--- src/rtl/fetch_pkg.sv ---
// Shared constants and types for the queued fetch stage.
// Queue entries pair a fetched instruction with its PC.
package fetch_pkg;

  localparam int INSTR_W = 32;
  localparam int PC_INC  = 4;
  localparam int PC_W    = 64;

  typedef struct packed {
    logic [PC_W-1:0]    pc;
    logic [INSTR_W-1:0] instr;
  } fetch_entry_t;

endpackage

--- src/rtl/adder.sv ---
// Plain N-bit adder, carry out dropped.
// Used by the PC increment path.
module adder #(
  parameter int N = 64
) (
  input  logic [N-1:0] a,
  input  logic [N-1:0] b,
  output logic [N-1:0] y
);

  assign y = a + b;

endmodule

--- src/rtl/fetch_fifo.sv ---
// Synchronous circular buffer with flush.
// Flush and reset both clear pointers and count.
module fetch_fifo #(
  parameter int WIDTH = 96,
  parameter int DEPTH = 4,
  localparam int CW = $clog2(DEPTH + 1),
  localparam int AW = $clog2(DEPTH)
) (
  input  logic             clk,
  input  logic             reset,
  input  logic             flush,
  input  logic             push,
  input  logic             pop,
  input  logic [WIDTH-1:0] wdata,
  output logic [WIDTH-1:0] rdata,
  output logic [CW-1:0]    count,
  output logic             full,
  output logic             empty
);

  logic [WIDTH-1:0] mem [DEPTH];
  logic [AW-1:0]    head;
  logic [AW-1:0]    tail;
  logic             do_push;
  logic             do_pop;

  assign empty   = (count == '0);
  assign full    = (count == CW'(DEPTH));
  assign do_pop  = pop & ~empty;
  assign do_push = push & (~full | do_pop);
  assign rdata   = mem[head];

  always_ff @(posedge clk) begin
    if (reset | flush) begin
      head  <= '0;
      tail  <= '0;
      count <= '0;
    end else begin
      if (do_push) tail <= tail + AW'(1);
      if (do_pop)  head <= head + AW'(1);
      case ({do_push, do_pop})
        2'b10:   count <= count + CW'(1);
        2'b01:   count <= count - CW'(1);
        default: count <= count;
      endcase
    end
  end

  // Storage needs no reset; pointers define what is live.
  always_ff @(posedge clk) begin
    if (do_push) mem[tail] <= wdata;
  end

endmodule

--- src/rtl/mux2.sv ---
// N-bit two-input multiplexer.
// Selects d1 when s is high.
module mux2 #(
  parameter int N = 64
) (
  input  logic [N-1:0] d0,
  input  logic [N-1:0] d1,
  input  logic         s,
  output logic [N-1:0] y
);

  assign y = s ? d1 : d0;

endmodule

--- src/rtl/fetch_queued.sv ---
// Fetch stage: PC register, imem request, and an instruction
// queue feeding decode through a valid/ready handshake.
module fetch_queued
  import fetch_pkg::*;
#(
  parameter int          N        = 64,
  parameter int          DEPTH    = 4,
  parameter logic [N-1:0] RESET_PC = '0
) (
  input  logic         clk,
  input  logic         reset,
  input  logic         PCSrc_F,
  input  logic [N-1:0] PCBranch_F,
  output logic [N-1:0] imem_addr_F,
  output logic         imem_req_F,
  input  logic [31:0]  imem_data_F,
  output logic [31:0]  instr_D,
  output logic [N-1:0] pc_D,
  output logic         valid_D,
  input  logic         ready_D
);

  typedef struct packed {
    logic [N-1:0]       pc;
    logic [INSTR_W-1:0] instr;
  } entry_t;

  localparam int CW = $clog2(DEPTH + 1);

  entry_t        wr_e;
  entry_t        rd_e;
  logic [CW-1:0] count;
  logic          full;
  logic          empty;
  logic          pop;
  logic          push;
  logic [N-1:0]  pc_q;
  logic [N-1:0]  pc_inc;
  logic [N-1:0]  pc_tgt;
  logic [N-1:0]  pc_next;

  assign pop        = valid_D & ready_D;
  assign push       = ~PCSrc_F & (~full | pop);
  assign imem_req_F = push;

  // Redirect targets are forced to word alignment.
  assign pc_tgt = PCBranch_F & ~N'(3);

  adder #(.N(N)) u_inc (
    .a (pc_q),
    .b (N'(PC_INC)),
    .y (pc_inc)
  );

  mux2 #(.N(N)) u_sel (
    .d0 (pc_inc),
    .d1 (pc_tgt),
    .s  (PCSrc_F),
    .y  (pc_next)
  );

  always_ff @(posedge clk) begin
    if (reset) begin
      pc_q <= RESET_PC;
    end else if (PCSrc_F | push) begin
      pc_q <= pc_next;
    end
  end

  assign imem_addr_F = pc_q;
  assign wr_e        = '{pc: pc_q, instr: imem_data_F};

  fetch_fifo #(
    .WIDTH ($bits(entry_t)),
    .DEPTH (DEPTH)
  ) u_q (
    .clk   (clk),
    .reset (reset),
    .flush (PCSrc_F),
    .push  (push),
    .pop   (pop),
    .wdata (wr_e),
    .rdata (rd_e),
    .count (count),
    .full  (full),
    .empty (empty)
  );

  assign valid_D         = (count != '0);
  assign {pc_D, instr_D} = empty ? '0 : rd_e;

endmodule

--- config.mk ---
export PLATFORM = sky130hd
export DESIGN_NAME = fetch_queued
export DESIGN_NICKNAME = d
export VERILOG_FILES = /design/src/rtl/fetch_pkg.sv /design/src/rtl/adder.sv /design/src/rtl/fetch_fifo.sv /design/src/rtl/mux2.sv /design/src/rtl/fetch_queued.sv
export SDC_FILE = /design/constraint.sdc
export NUM_CORES = 1
export LEC_CHECK = 0
export ABC_AREA = 1
export CORE_MARGIN = 5
export CORE_UTILIZATION = 35
export DETAILED_ROUTE_END_ITERATION = 6
export PLACE_DENSITY = 0.66
export RECOVER_POWER = 25
export SLEW_MARGIN = 15
export SYNTH_ARGS = -nofsm -noshare
export SYNTH_HDL_FRONTEND = slang
export SYNTH_HIERARCHICAL = 1
export SYNTH_SLANG_ARGS = --single-unit
--- constraint.sdc ---
create_clock -name clk -period 8.7 [get_ports clk]
set_input_delay 1.74 -clock clk [delete_from_list [all_inputs] [get_ports clk]]
set_output_delay 1.74 -clock clk [all_outputs]
set_load 0.01 [all_outputs]
Word-level counts from Yosys, hierarchy flattened
Memories as Yosys holds them, arrays and structs flattened. A register that Yosys moved wholly into a read port is not among the register bits.
Cells that the tools add are included.
{"block": "word_totals", "regBits": 71, "ram_bits": 384, "input_bits": 100, "mem_count": 1}
{"memory": "u_q.mem", "words": 4, "width": 96, "read_ports": 1, "rd_ports_with_merged_regs": 1, "write_ports": 1, "line": "fetch_fifo.sv:21", "rtl": "logic [WIDTH-1:0] mem [DEPTH];"}
{"block": "classes", "addsub": 5, "n_eq_ne": 3, "mux": 7, "bitwise_logic": 11, "reduce_logical": 3}
{"cell": "$mux 96", "count": 1}
{"cell": "$add 64x3->64 const B", "count": 1}
{"cell": "$mux 64", "count": 1}
{"cell": "$pmux 3 s2", "count": 1}
{"cell": "$add 2x1->2 const B", "count": 2}
{"cell": "$and 1x1->1", "count": 4}
{"cell": "$mux 2", "count": 2}
{"cell": "$or 1x1->1", "count": 4}
{"cell": "$add 3x1->3 const B", "count": 1}
{"cell": "$eq 3x3->1 const B", "count": 1}
{"cell": "$logic_not 3->1", "count": 1}
{"cell": "$not 1->1", "count": 3}
{"cell": "$reduce_bool 3->1", "count": 1}
{"cell": "$sub 3x1->3 const B", "count": 1}
{"cell": "$eq 2x1->1 const B", "count": 1}
{"cell": "$eq 2x2->1 const B", "count": 1}
{"cell": "$mux 1", "count": 2}
{"cell": "$reduce_bool 2->1", "count": 1}

Longest topological paths before layout
Gate-level depths: netlist (run 1).
{"block": "logic_depth", "depth_word": 7, "ltp_mapped": 20}

Cells and area by module
Netlist (run 1), hierarchy kept.
{"module": "fetch_fifo", "n_inst": 1, "cells_each": 992, "area_each_um2": 14755.4, "seq_area_each_um2": 11711.2}
{"module": "adder", "n_inst": 1, "cells_each": 1291, "area_each_um2": 5987.0, "seq_area_each_um2": 0.0}
{"module": "fetch_queued", "n_inst": 1, "cells_each": 759, "area_each_um2": 4154.0, "seq_area_each_um2": 1281.2}
{"module": "mux2", "n_inst": 1, "cells_each": 206, "area_each_um2": 844.6, "seq_area_each_um2": 0.0}

Worst setup path before layout (run 1)
OpenSTA, ideal clock, no wires.
{"block": "synth_timing", "path_kind": "input -> register", "start": "in ready_D", "end": "mem u_q.mem[0][0] (enable)", "setup_time_ns": 0.552, "arrival_ns": 6.625, "t_required_ns": 8.148, "slack_ns": 1.523, "stages": 5, "n_path_buf": 1, "path_cell_list": "nand2_2 > buf_2 > a21oi_1 > o21ai_4 > nor2_1"}
{"block": "synth_between", "elab_chain_len": 6}
{"element": "start: declaration", "line": "fetch_queued.sv:20", "rtl": "input logic ready_D"}
{"element": "$and 1x1->1", "line": "fetch_queued.sv:42", "rtl": "assign pop = valid_D & ready_D;"}
{"element": "$or 1x1->1", "line": "fetch_queued.sv:43", "rtl": "assign push = ~PCSrc_F & (~full | pop);"}
{"element": "$and 1x1->1", "line": "fetch_queued.sv:43"}
{"element": "via imem_req_F", "line": "fetch_queued.sv:15", "rtl": "output logic imem_req_F,"}
{"element": "$and 1x1->1", "line": "fetch_fifo.sv:30", "rtl": "assign do_push = push & (~full | do_pop);"}
{"element": "$mux 1", "line": "fetch_fifo.sv:51", "rtl": "if (do_push) mem[tail] <= wdata;"}
{"element": "$mux 1 (implied by the code)", "line": "fetch_fifo.sv:51"}
{"element": "end: declaration", "line": "fetch_fifo.sv:21"}
The timed path passes the listed nets, and every way through them passes these cells.

==> results.json, run 1 <==
{
  "status": "completed",
  "nNetsFinal": 3695,
  "ys_warn_count": 6,
  "end_kind": "output port",
  "grt_pass1_vias": 19700,
  "crit_chain": "inv_6, buf_4, nor2_1, o22ai_1, inv_1, nor2_1, clkdlybuf4s50_1",
  "post_cts_buffers": 0,
  "pre_cts_ws_ns": 3.18,
  "antenna_found_initial": 0,
  "htree_levels": 2,
  "worstSetupEndpoint": "pc_D[28]",
  "diodes": 0,
  "worst_slack_ns": 3.06,
  "ys_ff_latch": 457,
  "clkLatencyLatePin_ns": 0.60,
  "multi_input_area_mm2": 0.00983,
  "cp_max_fo": 111,
  "gp_congestion": 0.982,
  "synthCells": 3248,
  "hold_slack_ns": 0.458,
  "syn_avg_cell_area_um2": 7.93,
  "crit_top_cell": "nor2_1",
  "clk_path_buf_depth": 3,
  "fin_crit_sh": 0.648,
  "hold_viol_final": 0,
  "grt_pass1_wl_um": 115000,
  "start_util": 0.353,
  "grt.overflow.total": 0,
  "max_slew_margin": 0.373,
  "routed_wl_um": 76000,
  "drive_above_1_share": 0.0544,
  "path_buf_inv": 4,
  "fin_crit_ns": 5.64,
  "num_vias": 21300,
  "clkPwrFrac": 0.355,
  "yosysUniqueCellTypes": 39,
  "drtAntennaViolNets": 0,
  "drv_cap": 0,
  "crit_cells": 7,
  "fin_setup_tns_ns": 0,
  "ioPinCount": 262,
  "dp_hpwl_um": 53700,
  "cts_tree": "done",
  "drt_iter0_drc": 1581,
  "fill_cells": 7323,
  "synthToLayoutAreaGrowth_pct": 19.4,
  "viasPerCell": 4.70,
  "cts-root-buf": "clkbuf_16",
  "grt_use_total": 0.188,
  "critPathRequiredTime_ns": 6.96,
  "clock_sinks": 457,
  "drt-wirelength-per-cell_um": 16.8,
  "start_kind": "flop",
  "die_w_um": 281,
  "finalSetupViolCount": 0,
  "die_area_mm2": 0.0791,
  "grt_max_degree": 112,
  "crit_slowest_cell": "buf_4",
  "hold_class": "reg -> reg",
  "power_leakage_uw": 0.0140,
  "r2r_end": "u_q/mem[3][50]",
  "std_cell_rows": 99,
  "core_area_mm2": 0.0730,
  "port_buffers": 259,
  "drt-pass1-iter-count": 7,
  "drv_slew": 0,
  "die_y_um": 281,
  "swShare": 0.289,
  "synth_area_mm2": 0.0257,
  "crit-reg2reg-launch": "u_q/count[0]",
  "cts_made_buffers": 49,
  "drc_errors": 0,
  "comb_power_share": 0.193,
  "seqPwrFrac": 0.452,
  "peakVddDrop_uv": 133,
  "path_clk_slew_ns": 0.06,
  "rsz0062_at_grt": "no",
  "critPathMaxStageDelay_ns": 0.83,
  "crit_type": "reg -> out",
  "ys_seq_area_frac": 0.505,
  "reg2reg_depth": 9,
  "critPathArrivalTime_ns": 3.90,
  "tightestPinTransition_ns": 0.940,
  "power.density_mw_per_mm2": 188,
  "rrSetupSlack_ns": 4.63,
  "max_freq_ghz": 0.177,
  "critPathTopFamily": "buffers and inverters",
  "p_int_uw": 4110,
  "register_area_mm2": 0.0130,
  "p_switching_uw": 1670,
  "finalPower_uw": 5780,
  "post_cts_resize_count": 0,
  "cts_hold_buf": 0,
  "fin_worst_skew_ns": 0.0456
}
==> layout make-up <==
class	count	share of cell area
timing repair buffer	281	0.0896
sequential	457	0.423
tap	959	0.0390
multi-input combinational	2107	0.320
inverter	630	0.0772
clock inverter	23	0.00826
clock buffer	67	0.0431
==> layer usage <==
| layer | vias up | GRT usage | share of wire |
|---|---|---|---|
| li1 | 10700 | - | - |
| met1 | 9867 | 0.261 | 0.45 |
| met2 | 550 | 0.306 | 0.46 |
| met3 | 118 | 0.0269 | 0.061 |
| met4 | 0 | 0.0591 | 0.031 |
| met5 | - | 0 | 0 |
==> layout by cell type (no fill, tap or decap), types with 3 or more instances in the layout <==
cell,instances
inv_2,26
nor3_2,3
xor2_1,31
edfxtp_1,384
clkdlybuf4s50_1,258
nand3_2,9
o21ai_0,109
o22ai_1,96
nand3_1,53
ha_1,67
nor2_4,6
conb_1,67
nand4_1,78
nand2_1,921
inv_1,599
inv_6,4
clkinv_2,7
o21ai_1,91
clkinv_1,9
a21oi_1,48
bufinv_16,4
nor2_1,455
nand2_2,26
clkbuf_16,50
nor3_1,11
dfxtp_1,71
nor2_2,22
buf_4,22
o21bai_1,3
clkbuf_1,16
==> stage by stage <==
| step | instance area [µm²] | util | instances |
|---|---|---|---|
| 2_1_floorplan | 26000 | - | 3313 |
| 3_3_place_gp | 29200 | 0.400 | 4434 |
| 3_5_place_dp | 29200 | 0.400 | 4434 |
| 4_1_cts | 30700 | 0.421 | 4524 |
| 5_1_grt | 30700 | 0.421 | 4524 |
| 6_report | 30700 | 0.421 | 4524 |
==> synthesized netlist by cell type (all sizes together) <==
cell,instances,share of area
a21boi,1,0.00029
a21oi,48,0.0093
buf,84,0.024
clkbuf,35,0.0077
clkinv,2,0.00029
conb,2,0.00029
dfxtp,73,0.057
edfxtp,384,0.45
fa,2,0.0016
ha,67,0.033
inv,628,0.092
nand2,947,0.14
nand3,63,0.014
nand4,78,0.019
nor2,483,0.073
nor3,15,0.0039
nor4,2,0.00097
o21ai,201,0.040
o21bai,3,0.00087
o22ai,96,0.023
or2,2,0.00049
xnor2,1,0.00034
xor2,31,0.011
==> power groups by stage <==
stage                     registers, µW  clock network (µW)  logic (µW)
after CTS                          2610                2110        1070
after detailed placement           2660                   0        1060
after floorplan                    2620                   0         695
final                              2610                2050        1110
after global routing               2630                2200        1250
after global placement             2660                   0        1060
==> logic make-up (layout without fill, tap and decap cells) <==
| group | count (synthesis) | after routing | share of synthesized area |
|---|---|---|---|
| fa+ha+maj | 69 | 69 | 0.0341 |
| simple gates | 1590 | 1590 | 0.253 |
| buf+inv | 749 | 1001 | 0.124 |
| flops | 457 | 457 | 0.505 |
| xor+xnor | 32 | 32 | 0.0109 |
| compound gates | 349 | 349 | 0.0733 |
| other cells | 2 | 67 | 0.000292 |
==> sequential cells by signal, indices dropped and copies added (netlist names), named ones only <==
register / flops
imem_addr_F: 64
u_q/head: 2
u_q/mem: 384
u_q/tail: 2
u_q/count: 3
==> worst min path at each step <==
stage / from / endpoint / depth (start not counted)
3_3_place_gp: u_q/head[1] / flop / 2
6_report: u_q/head[1] / flop / 2
2_1_floorplan: u_q/head[1] / flop / 2
4_1_cts: u_q/head[1] / flop / 2
3_5_place_dp: u_q/head[1] / flop / 2
5_1_grt: u_q/head[1] / flop / 2
==> worst reg2reg max path, cell delays in order (launching register included) <==
cell	delay (ns)
dfxtp_1	0.37
nor2_1	0.07
nand2_1	0.18
inv_2	0.04
buf_4	0.36
a21oi_1	0.79
o21ai_4	0.27
nor2_4	0.13
buf_4	0.70
buf_4	0.74
(Power assumes the default switching activity.)
==> run 2, diff against run 1 <==
Clock period 8.7 ns to 5.65 ns, I/O delays scaled along.
==> run 2 against run 1 <==
  * Setup slack got worse by 2.0 ns
  * First-iteration DRC count decreased by 2.8%
  * Wire length about the same
  * Hold slack got worse by 0.0070 ns
  * Register-to-register slack got worse by 2.8 ns
  * Utilization increased by 0.18 points
  * Non-clock buffer count increased by 5
  * Power increased by 55%
  * Sequential share of layout area decreased by 0.18 points
  * Critical path depth decreased by 3
  * Global-route usage decreased by 0.12 points
  * Cell count increased by 0.11%
  * Largest power group unchanged
  * Highest routed layer unchanged
==> results.json, run 2 (same netlist as run 1, synthesis figures left out) <==
{
  "status": "completed",
  "final_cell_mix": "nand2_1 (921), inv_1 (599), nor2_1 (455), edfxtp_1 (384), clkdlybuf4s50_1 (258)",
  "max_slew_margin": 0.296,
  "drt-pass1-iter-count": 5,
  "drc_errors": 0,
  "largest-register": "u_q/mem",
  "power.density_mw_per_mm2": 290,
  "fin_crit_ns": 4.58,
  "crit_slowest_cell": "clkdlybuf4s50_1",
  "hold_class": "reg -> reg",
  "post_cts_buffers": 0,
  "fin_crit_sh": 0.810,
  "htree_levels": 2,
  "dp_hpwl_um": 54200,
  "register_area_mm2": 0.0130,
  "cp_max_fo": 29,
  "grt_pass1_vias": 19800,
  "critPathArrivalTime_ns": 3.45,
  "grt_pass1_wl_um": 115000,
  "ioPinCount": 262,
  "cts_made_buffers": 48,
  "die_w_um": 281,
  "drtAntennaViolNets": 0,
  "final_common_cell": "nand2_1",
  "crit_top_cell": "clkdlybuf4s50_1",
  "critPathMaxStageDelay_ns": 0.75,
  "start_kind": "input pin",
  "post_cts_resize_count": 0,
  "routed_wl_um": 76000,
  "drv_cap": 0,
  "tightestPinTransition_ns": 1.06,
  "power_leakage_uw": 0.0141,
  "clock_sinks": 457,
  "num_vias": 21200,
  "final_util": 0.423,
  "cts_tree": "done",
  "drt_iter0_drc": 1537,
  "antenna_found_initial": 2,
  "drt-wirelength-per-cell_um": 16.8,
  "critPathRequiredTime_ns": 4.52,
  "std_cell_rows": 99,
  "die_y_um": 281,
  "hold_viol_final": 0,
  "grt.overflow.total": 0,
  "diodes": 0,
  "core_area_mm2": 0.0730,
  "cts-root-buf": "clkbuf_16",
  "peakVddDrop_uv": 194,
  "nNetsFinal": 3699,
  "fin_worst_skew_ns": 0.0283,
  "end_kind": "output port",
  "finalSetupViolCount": 0,
  "viasPerCell": 4.69,
  "clkLatencyLatePin_ns": 0.59,
  "synthToLayoutAreaGrowth_pct": 19.9,
  "path_clk_slew_ns": 0.06,
  "die_area_mm2": 0.0791,
  "drv_slew": 0,
  "max_freq_ghz": 0.218,
  "crit_chain": "clkdlybuf4s50_1, nand2_2, a21oi_1, clkdlybuf4s50_1",
  "clk_path_buf_depth": 3,
  "gp_congestion": 1.00,
  "rsz0062_at_grt": "no",
  "fill_cells": 7295,
  "cts_hold_buf": 0,
  "grt_use_total": 0.187,
  "hold_slack_ns": 0.451,
  "grt_max_degree": 117,
  "drive_above_1_share": 0.0580,
  "crit_type": "in -> out",
  "port_buffers": 259,
  "start_util": 0.353,
  "largest_reg_flops": 384,
  "multi_input_area_mm2": 0.00983
}
-- run 2: metal layers --
metal	part of all wire	global-route usage	vias to the layer above
met3	0.057	0.0248	94
met5	0	0	-
li1	-	-	10800
met2	0.46	0.307	561
met4	0.029	0.0536	0
met1	0.45	0.260	9824
-- run 2: final cells by class --
cell class              count  share of cell area
clock buffers              59              0.0419
clock inverters            31              0.0106
inverters                 630              0.0769
multi-input cells        2107               0.319
flip-flops and latches    457               0.421
well taps                 959              0.0389
repair buffers            286              0.0920
-- run 2: worst paths after layout --
path	startpoint	end	slack, ns	cells past startpoint
worst min-delay path	u_q/head[1]	flop	0.45	2
worst max register to register	u_q/count[1]	u_q/mem[0][45]	1.86	7
worst max-delay path	ready_D	imem_req_F	1.07	4
worst min register to register	u_q/head[1]	flop	0.45	2
-- run 2: where the power goes --
group | internal (µW) | leakage (µW) | switching, µW
clock network | 1880 | 0.000780 | 1330
registers | 3850 | 0.00416 | 175
logic | 647 | 0.00917 | 1060
-- run 2: worst max-delay path, delay by kind of cell --
| family | cells | cell delay [ns] |
|---|---|---|
| buf+inv | 2 | 1.26 |
| compound gates | 1 | 0.61 |
| simple gates | 1 | 0.39 |
-- run 2: metrics by stage --
step	std cells	power [µW]	setup TNS (ns)	setup slack, ns	instance area, µm²
final	4529	8940	0	1.07	30900
after detailed placement	4439	5740	0	0.962	29200
after floorplan	3313	5110	-352.13	-0.917	26000
after global placement	4439	5720	0	1.03	29200
after global routing	4529	9390	0	0.874	30900
after CTS	4529	8960	0	1.03	30900
